===== config.mk =====
export PLATFORM = sky130hd
export DESIGN_NAME = rv32i_fetch_ctrl
export DESIGN_NICKNAME = d
export VERILOG_FILES = /design/src/rtl/rv32i_pkg.sv /design/src/rtl/rv32i_redirect_sel.sv /design/src/rtl/rv32i_fetch_ctrl.sv
export SDC_FILE = /design/constraint.sdc
export NUM_CORES = 1
export LEC_CHECK = 0
export CAP_MARGIN = 30
export CORE_MARGIN = 5
export CORE_UTILIZATION = 46
export CTS_BUF_LIST = sky130_fd_sc_hd__clkbuf_2 sky130_fd_sc_hd__clkbuf_4 sky130_fd_sc_hd__clkbuf_8
export CTS_CLUSTER_SIZE = 40
export DETAILED_ROUTE_END_ITERATION = 8
export PLACE_DENSITY = 0.83
export SYNTH_ARGS = -nofsm -noshare
export SYNTH_HDL_FRONTEND = slang
export SYNTH_SLANG_ARGS = --single-unit
export TNS_END_PERCENT = 30

===== constraint.sdc =====
create_clock -name clk -period 5.25 [get_ports clk]
set_input_delay 1.3125 -clock clk [delete_from_list [all_inputs] [get_ports clk]]
set_output_delay 1.3125 -clock clk [all_outputs]
set_load 0.005 [all_outputs]

===== src/rtl/rv32i_pkg.sv =====
// Shared types and constants for the RV32I instruction fetch controller.
package rv32i_pkg;

    localparam int XLEN = 32;
    localparam logic [XLEN-1:0] RESET_VEC_DEFAULT = 32'h0000_0000;

    // Fetch sequencer states: one post-reset cycle, then request / wait / hold.
    typedef enum logic [1:0] {
        S_RST  = 2'd0,
        S_REQ  = 2'd1,
        S_WAIT = 2'd2,
        S_HOLD = 2'd3
    } fetch_state_t;

    // Instruction fetches are word aligned: drop the two low address bits.
    function automatic logic [XLEN-1:0] align_target(input logic [XLEN-1:0] raw);
        return {raw[XLEN-1:2], 2'b00};
    endfunction

endpackage


===== src/rtl/rv32i_redirect_sel.sv =====
// Redirect source priority select (branch > JAL > JALR), target word
// alignment and detection of targets that were not word aligned in bit 1.
module rv32i_redirect_sel
    import rv32i_pkg::*;
(
    input  logic            br_take,
    input  logic [XLEN-1:0] br_target,
    input  logic            jal,
    input  logic [XLEN-1:0] jal_target,
    input  logic            jalr,
    input  logic [XLEN-1:0] jalr_target,
    output logic            redirect,
    output logic [XLEN-1:0] target,
    output logic            misalign
);

    logic [XLEN-1:0] raw_target;

    // Pick the highest-priority active source and derive the aligned target.
    always_comb begin
        // NOTE: every output gets a default before the if-chain so no path
        // leaves a value unassigned, which would otherwise infer a latch.
        raw_target = '0;
        if (br_take) begin
            raw_target = br_target;
        end else if (jal) begin
            raw_target = jal_target;
        end else if (jalr) begin
            raw_target = jalr_target;
        end
        redirect = br_take | jal | jalr;
        target   = align_target(raw_target);
        // Bit 0 is legitimately set by JALR arithmetic; only bit 1 is an error.
        misalign = redirect & raw_target[1];
    end

endmodule


===== src/rtl/rv32i_fetch_ctrl.sv =====
// RV32I instruction fetch controller: issues one fetch at a time to the
// instruction memory, holds the returned instruction for decode and applies
// branch/jump redirects, discarding any fetch that a redirect made stale.
module rv32i_fetch_ctrl
    import rv32i_pkg::*;
#(
    parameter logic [31:0] RESET_VEC = RESET_VEC_DEFAULT,
    parameter int          XLEN      = 32
)(
    input  logic            clk,
    input  logic            rst,
    input  logic            br_take,
    input  logic [XLEN-1:0] br_target,
    input  logic            jal,
    input  logic [XLEN-1:0] jal_target,
    input  logic            jalr,
    input  logic [XLEN-1:0] jalr_target,
    output logic            imem_req,
    output logic [XLEN-1:0] imem_addr,
    input  logic            imem_ack,
    input  logic            imem_rvalid,
    input  logic [XLEN-1:0] imem_rdata,
    output logic            if_valid,
    output logic [XLEN-1:0] if_pc,
    output logic [XLEN-1:0] if_instr,
    input  logic            if_ready,
    output logic            misalign_err
);

    fetch_state_t    state;
    logic [XLEN-1:0] pc;        // next address to fetch
    logic [XLEN-1:0] fetch_pc;  // address of the fetch currently outstanding
    logic            drop;      // outstanding fetch was made stale by a redirect

    logic            redirect;
    logic [XLEN-1:0] target;
    logic            target_misalign;

    rv32i_redirect_sel u_redirect_sel (
        .br_take     (br_take),
        .br_target   (br_target),
        .jal         (jal),
        .jal_target  (jal_target),
        .jalr        (jalr),
        .jalr_target (jalr_target),
        .redirect    (redirect),
        .target      (target),
        .misalign    (target_misalign)
    );

    // Fetch sequencer: advances pc, tracks the outstanding fetch and holds data.
    always_ff @(posedge clk or posedge rst) begin
        // NOTE: all state here uses non-blocking assignments so every register
        // samples pre-edge values regardless of statement order.
        if (rst) begin
            state        <= S_RST;
            pc           <= RESET_VEC;
            fetch_pc     <= '0;
            drop         <= 1'b0;
            if_pc        <= '0;
            if_instr     <= '0;
            misalign_err <= 1'b0;
        end else begin
            // Redirects are only acted on once the sequencer is running.
            misalign_err <= (state != S_RST) && target_misalign;
            case (state)
                S_RST: begin
                    state <= S_REQ;
                end
                S_REQ: begin
                    if (redirect) begin
                        // Memory tolerates an unacked address change; an acked
                        // fetch must still be collected and then thrown away.
                        pc <= target;
                        if (imem_ack) begin
                            drop  <= 1'b1;
                            state <= S_WAIT;
                        end
                    end else if (imem_ack) begin
                        fetch_pc <= pc;
                        pc       <= pc + XLEN'(4);
                        state    <= S_WAIT;
                    end
                end
                S_WAIT: begin
                    if (imem_rvalid) begin
                        if (drop || redirect) begin
                            drop  <= 1'b0;
                            state <= S_REQ;
                            if (redirect) begin
                                pc <= target;
                            end
                        end else begin
                            if_instr <= imem_rdata;
                            if_pc    <= fetch_pc;
                            state    <= S_HOLD;
                        end
                    end else if (redirect) begin
                        pc   <= target;
                        drop <= 1'b1;
                    end
                end
                S_HOLD: begin
                    if (redirect) begin
                        pc    <= target;
                        state <= S_REQ;
                    end else if (if_ready) begin
                        state <= S_REQ;
                    end
                end
                default: begin
                    state <= S_RST;
                end
            endcase
        end
    end

    assign imem_req  = (state == S_REQ);
    assign imem_addr = pc;
    // A redirect in the hold cycle kills the instruction before decode sees it.
    assign if_valid  = (state == S_HOLD) && !redirect;

endmodule

Word level (Yosys, flattened, before mapping)
Cells that the tools add are included.
W data, S select, Z words.
{ "word_totals": {"ramBits": 0, "latchBits": 0, "wordCells": 57, "in_bits": 136, "register_bits": 132, "romBits": 0, "out_inout_bits": 99, "n_memories": 0} }
{ "op_classes": {"shifts": 0, "n_reduce_logical": 13, "mul": 0, "n_mux": 21, "addsub": 1, "eq_ne": 10, "magnitude_cmp": 0, "div_mod_pow": 0, "bitwise": 5} }
{ "op_table": {"columns": ["cell", "n"], "rows": [
  ["$mux W32", 8],
  ["$pmux W32 S3", 1],
  ["$add A32 B3 Y32 const B", 1],
  ["$reduce_and A3 Y1", 4],
  ["$mux W2", 5],
  ["$ne A3 B3 Y1 const B", 3],
  ["$pmux W2 S4", 1],
  ["$mux W1", 5],
  ["$reduce_and A5 Y1", 1],
  ["$eq A2 B2 Y1 const B", 2],
  ["$ne A2 B1 Y1 const B", 2],
  ["$reduce_bool A2 Y1", 2],
  ["$ne A3 B1 Y1 const B", 1],
  ["$reduce_bool A3 Y1", 1],
  ["$eq A2 B1 Y1 const B", 1],
  ["$logic_and A1 B1 Y1", 2],
  ["$logic_not A2 Y1", 1],
  ["$ne A2 B2 Y1 const B", 1],
  ["$not A1 Y1", 2],
  ["$or A1 B1 Y1", 2],
  ["$pmux W1 S2", 1],
  ["$and A1 B1 Y1", 1],
  ["$logic_not A1 Y1", 1],
  ["$logic_or A1 B1 Y1", 1]
]} }

Longest topological paths before layout
Gate-level depths: netlist of the first run.
{ "depth": {"word_depth": 7, "depth_mapped": 9, "mapped_depth_nobuf": 7} }

Cells and area by module
Synthesis of the first run repeated with hierarchy kept, for this count alone.
{ "unflattened": {"cells_unflattened": 619, "hier_area_um2": 6815.3} }
{ "by_module_without_submodules": {"columns": ["module", "cells_per_inst", "area_each_um2", "seq_area_each_um2", "n_inst"], "rows": [
  ["rv32i_fetch_ctrl", 474, 5925.7, 3303.2, 1],
  ["rv32i_redirect_sel", 145, 889.6, 0.0, 1]
]} }

Least setup slack after synthesis of the first run
Ideal clock, no wire load.
{ "synth_timing": {"path_type": "input-to-output", "from": "input port br_take", "to": "output port if_valid", "cell_stages": 4, "path_buffers": 1, "slack_ps": 1989, "t_arrival_ps": 1948, "t_required_ps": 3938, "cell_sequence": "buf_2 nor3_2 nand2_1 inv_1"} }
{ "synth_between": {"elab_chain_cells": 4} }
{ "synth_lines": {"columns": ["element", "line", "source"], "rows": [
  ["start, declared", "rv32i_fetch_ctrl.sv:12", "input logic br_take,"],
  ["$or A1 B1 Y1 (2 in series)", "rv32i_redirect_sel.sv:31", "redirect = br_take | jal | jalr;"],
  ["$logic_not A1 Y1", "rv32i_fetch_ctrl.sv:121", "assign if_valid = (state == S_HOLD) && !redirect;"],
  ["$logic_and A1 B1 Y1", "rv32i_fetch_ctrl.sv:121", null],
  ["end, declared", "rv32i_fetch_ctrl.sv:23", "output logic if_valid,"]
]} }
Every way passes these cells.

Final worst setup path of the first run
{ "layout_timing": {"from": "input port jal", "to": "output port if_valid"} }
{ "layout_between": {"elab_chain_cells": 4} }
{ "layout_lines": {"columns": ["element", "line", "source"], "rows": [
  ["start, declared", "rv32i_fetch_ctrl.sv:14", "input logic jal,"],
  ["$or A1 B1 Y1 (2 in series)", "rv32i_redirect_sel.sv:31", null],
  ["$logic_not A1 Y1", "rv32i_fetch_ctrl.sv:121", null],
  ["$logic_and A1 B1 Y1", "rv32i_fetch_ctrl.sv:121", null]
]} }
Every way passes these cells.

==> results of run 1 <==
-- kinds of logic after synthesis --
logic type      synth area share
compound gates             0.166
fa+ha+maj                 0.0141
buf+inv                   0.0419
flops                      0.507
mux                        0.167
other cells             0.000604
simple gates               0.104
-- final timing paths --
check / startpoint / slack [ps] / end / cells past startpoint
setup / recovery: jal / 1060 / if_valid / 5
hold / removal: if_instr[9] / 490 / if_instr[9] / 1
setup reg to reg: imem_addr[3] / 2690 / imem_addr[30] / 6
hold reg to reg: if_instr[9] / 490 / if_instr[9] / 1
max in group asynchronous: rst / 2870 / if_pc[22] / 3
min in group asynchronous: rst / 1430 / if_instr[2] / 2
-- power groups by stage --
stage	Sequential [mW]	Clock (mW)	Combinational, mW
final	1.57	0.947	1.17
after detailed placement	1.57	0	1.17
after floorplan	1.49	0	0.586
after global placement	1.54	0	1.14
after CTS	1.56	0.962	1.18
after global routing	1.60	1.01	1.28
-- critical path, delay by kind of cell --
family                 cells  cell delay, ps
buffers and inverters      3            1020
AND/OR/NAND/NOR            2             540
-- area by class of cell --
| type | count | area [um2] |
|---|---|---|
| fill | 1026 | 4230 |
| sequential | 126 | 3150 |
| multi-input combinational | 387 | 2820 |
| timing repair buffer | 237 | 2340 |
| clock buffer | 19 | 262 |
| tap | 176 | 220 |
| clock inverter | 13 | 185 |
| inverter | 9 | 38.8 |
-- placed cells by master, fill, tap and decap left out, types with 5 or more instances in the layout --
cell | Yosys | final
and3_1 | 6 | 5
a21oi_1 | 34 | 33
mux2_1 | 14 | 14
nand4_1 | 10 | 10
clkdlybuf4s50_1 | 0 | 226
a221oi_1 | 6 | 6
mux2_2 | 78 | 78
dfrtp_1 | 126 | 126
clkbuf_8 | 0 | 19
inv_1 | 9 | 8
o21ai_0 | 40 | 40
ha_1 | 7 | 7
o211ai_1 | 8 | 8
nand2_1 | 47 | 47
nor2_1 | 22 | 22
a22oi_1 | 29 | 29
o31ai_1 | 7 | 7
o22ai_1 | 6 | 6
buf_4 | 4 | 9
nor3_1 | 5 | 5
nand3_1 | 16 | 16
-- flip-flops by register name, summed over array words and instances (netlist names) --
name,cells
drop,1
fetch_pc,30
if_instr,32
if_pc,30
imem_addr,30
misalign_err,1
state,2
-- through the flow --
stage	instance area [um2]	hold WS (ps)	setup slack (ps)	cells
after CTS	9020	497	1040	967
after detailed placement	8570	480	1050	935
final	9020	492	1060	967
after global placement	8570	466	1070	934
after floorplan	6220	475	582	563
after global routing	9020	514	939	967
-- metal layers --
metal / vias up / track usage / share of wire
li1: 2519 / - / -
met1: 2652 / 0.292 / 0.41
met2: 300 / 0.386 / 0.48
met3: 41 / 0.0707 / 0.084
met4: 0 / 0.0864 / 0.023
met5: - / 0 / 0
==> flow_summary.json, run 1 <==
{
  "clk-insertion-delay-late_ps": 440,
  "final.setup_skew_ps": 6.99,
  "fin_setup_tns_ps": 0,
  "routed_wl_um": 18600,
  "power.total_mw": 3.69,
  "slowest_stage": "clkdlybuf4s50_1",
  "ioPinCount": 235,
  "max_stage_delay_ps": 500,
  "fin_util": 0.681,
  "yosys-top-cells-area": "dfrtp_1, mux2_2, a22oi_1",
  "grt_pass1_wl_um": 29800,
  "finalMaxSlewViolations": 0,
  "dieWidth_um": 126,
  "num_vias": 5512,
  "async_flop_share": 1.00,
  "firstDrtPassIters": 6,
  "ctsHoldBuffers": 0,
  "fin_nets": 921,
  "htreeDepth": 4,
  "synth_edf_count": 0,
  "die_y_um": 126,
  "ys.flop_type": "dfrtp_1",
  "vdd_ir_drop_max_mv": 0.222,
  "cp-end-kind": "output port",
  "worstPathArrival_ps": 2880,
  "seq_power_share": 0.425,
  "min_period_over_period": 0.799,
  "grt_use_total": 0.234,
  "die_area_um2": 15900,
  "tightest_slew_ps": 894,
  "ys_types": 49,
  "pwr-share-comb": 0.318,
  "rows": 42,
  "syn_area_um2": 6210,
  "synth_top_cell_area_share": 0.507,
  "max_slew_margin": 0.404,
  "hold_viol": 0,
  "leakagePower_nw": 3.85,
  "layout-drive-gt1-share": 0.169,
  "cts_made_buffers": 17,
  "drcViolationCount": 0,
  "status": "finished clean",
  "drt.antenna.violating_nets": 0,
  "syn_avg_cell_area_um2": 11.1,
  "critPathLaunchType": "input port",
  "sw_frac_of_total": 0.333,
  "p_int_mw": 2.46,
  "cpMostUsedCell": "clkdlybuf4s50_1",
  "syn_inst": 560,
  "cts_resized": 0,
  "initial_utilization": 0.469,
  "cts_sinks": 126,
  "worstPathRequired_ps": 3940,
  "antenna_found_initial": 0,
  "tritoncts": "done",
  "crit_chain": "clkdlybuf4s50_1, nor3_2, nand2_1, inv_1, clkdlybuf4s50_1",
  "fmax_mhz": 238,
  "wl_per_cell_um": 19.2,
  "grt_max_degree": 102,
  "worst-path-max-fanout": 7,
  "synth.most_common_cell": "dfrtp_1",
  "synth-seq-cells": 126,
  "port_buffers": 227,
  "cap_violations": 0,
  "p_sw_mw": 1.23,
  "setup_viol": 0,
  "yosysSeqAreaShare": 0.507,
  "period_needed_ps": 4190,
  "rsz0062_at_grt": "false",
  "hold_path_class": "reg -> reg",
  "gp_congestion": 0.823,
  "drt_iter0_markers": 330,
  "hpwl_um": 13700,
  "insertedDiodeCount": 0,
  "power_density_nw_per_um2": 409,
  "critical_path_class": "in -> out",
  "root_buffer": "clkbuf_8",
  "grt_remaining_overflow": 0,
  "fp.coreArea_um2": 13200,
  "clk_pin_slew_ps": 70,
  "syn2layout_area_growth_pct": 45.1,
  "power_frac_clock": 0.257,
  "post_cts_buffers": 0,
  "synthTopCellsByCount": "dfrtp_1, mux2_2, nand2_1",
  "yosys_warnings": 0,
  "grt_pass1_vias": 5649,
  "cts_buffer_depth": 2,
  "yosysTopAreaCell": "dfrtp_1",
  "via_per_inst": 5.70
}
No activity file was read; power rests on OpenSTA's default activity.
==> run 2, diff against run 1 <==
CORE_UTILIZATION = 41   (was 46)
PLACE_DENSITY = 0.78   (was 0.83)
clock period = 3.65 ns   (was 5.25 ns; I/O delays follow)
==> run 2 against run 1 <==
Sequential cell count did not move. Die area rose by 11%. Routed wire length rose by 0.69%. Worst hold slack got worse by 8.7 ps.
==> flow_summary.json, run 2 (synthesis gave the netlist of run 1 again) <==
{
  "vdd_ir_drop_max_mv": 0.277,
  "routed_wl_um": 18700,
  "ctsHoldBuffers": 0,
  "gp_congestion": 0.856,
  "power_density_nw_per_um2": 567,
  "drcViolationCount": 0,
  "setup_viol": 0,
  "status": "finished clean",
  "dp.cells": 952,
  "crit_buf_inv": 3,
  "critical_path_class": "in -> out",
  "wl_per_cell_um": 19.1,
  "cts_buffer_depth": 2,
  "design_area_um2": 9060,
  "cts_made_buffers": 17,
  "slowest_stage": "clkdlybuf4s50_1",
  "fp.coreArea_um2": 15000,
  "fmax_mhz": 313,
  "die_area_um2": 17700,
  "worstPathRequired_ps": 2740,
  "die_y_um": 133,
  "fin_util": 0.603,
  "fin_nets": 926,
  "grt_use_total": 0.210,
  "hold_path_class": "reg -> reg",
  "dieWidth_um": 133,
  "max_stage_delay_ps": 500,
  "via_per_inst": 5.67,
  "worstPathArrival_ps": 2280,
  "htreeDepth": 4,
  "final_cell_mix": "clkdlybuf4s50_1, dfrtp_1, mux2_2",
  "leakagePower_nw": 3.87,
  "root_buffer": "clkbuf_8",
  "tritoncts": "done",
  "grt_pass1_vias": 5794,
  "grt_max_degree": 67,
  "rsz0062_at_grt": "false",
  "worst-path-max-fanout": 4,
  "placed_cell_area_um2": 8670,
  "clk-insertion-delay-late_ps": 440,
  "power.total_mw": 5.14,
  "grt_pass1_wl_um": 29800,
  "seq_area_um2": 3150,
  "largest_reg_flops": 32,
  "fin_setup_tns_ps": 0,
  "hold_viol": 0,
  "tightest_slew_ps": 776,
  "cts_sinks": 126,
  "cts_resized": 0,
  "drt_iter0_markers": 679,
  "layout-drive-gt1-share": 0.172,
  "fillers": 1241,
  "min_period_over_period": 0.875,
  "drt.antenna.violating_nets": 0,
  "critPathLaunchType": "input port",
  "crit_chain": "clkdlybuf4s50_1, nor3_2, nand2_1, inv_1, clkdlybuf4s50_1",
  "multi_input_area_um2": 2820,
  "cpMostUsedCell": "clkdlybuf4s50_1",
  "clk_pin_slew_ps": 60,
  "period_needed_ps": 3190,
  "firstDrtPassIters": 6,
  "hpwl_um": 13800,
  "finalMaxSlewViolations": 0,
  "syn2layout_area_growth_pct": 45.8,
  "grt_remaining_overflow": 0,
  "critical_path.top_delay_family": "buffers and inverters",
  "final.setup_skew_ps": 8.26,
  "top_register": "if_instr",
  "port_buffers": 227,
  "post_cts_buffers": 0,
  "rows": 45,
  "timing.rr.start": "imem_addr[2]",
  "ioPinCount": 235,
  "layout.cells.non_filler": 982,
  "final_common_cell": "clkdlybuf4s50_1",
  "cp-end-kind": "output port",
  "num_vias": 5565,
  "max_slew_margin": 0.478,
  "cap_violations": 0,
  "antenna_found_initial": 1,
  "cp-startpoint": "jal",
  "worstHoldStart": "if_instr[19]",
  "initial_utilization": 0.413
}
## run 2: worst reg2reg max path: cells and delay by family, from the launching register on
| family | cells | cell delay, ps |
|---|---|---|
| AO/OA/AOI/OAI | 2 | 350 |
| adder cells (fa/ha/maj) | 1 | 290 |
| flip-flops | 1 | 500 |
| AND/OR/NAND/NOR | 3 | 1200 |
## run 2: final timing paths
kind	slack [ps]	end	cells after the start
max	460	if_valid	5
min	480	if_instr[19]	1
max reg2reg	1230	imem_addr[30]	6
min reg2reg	480	if_instr[19]	1
max in group asynchronous	1870	fetch_pc[31]	3
min in group asynchronous	900	if_instr[6]	2
## run 2: metrics by stage
stage / hold slack (ps) / setup WS (ps)
global route: 495 / 402
global placement: 466 / 493
CTS: 489 / 454
floorplan: 475 / 1060
finish: 484 / 456
detailed placement: 475 / 464
## run 2: final cells by class
class | instances | share of cell area
repair buffers | 242 | 0.268
inverters | 9 | 0.00414
diodes | 1 | 0.000276
clock inverters | 7 | 0.00967
flip-flops and latches | 126 | 0.348
multi-input cells | 387 | 0.311
well taps | 188 | 0.0260
clock buffers | 22 | 0.0327
## run 2: where the power goes
| part | leakage (nW) | switching (mW) | internal, mW |
|---|---|---|---|
| Combinational | 2.03 | 0.720 | 0.976 |
| Clock | 0.200 | 0.523 | 0.670 |
| Sequential | 1.64 | 0.453 | 1.80 |
## run 2: per-layer routing
| layer | global-route usage | vias up | routed length [um] |
|---|---|---|---|
| li1 | - | 2534 | - |
| met1 | 0.247 | 2759 | 7160 |
| met2 | 0.366 | 234 | 9750 |
| met3 | 0.0585 | 36 | 1440 |
| met4 | 0.0771 | 2 | 364 |
| met5 | 0 | - | 19 |
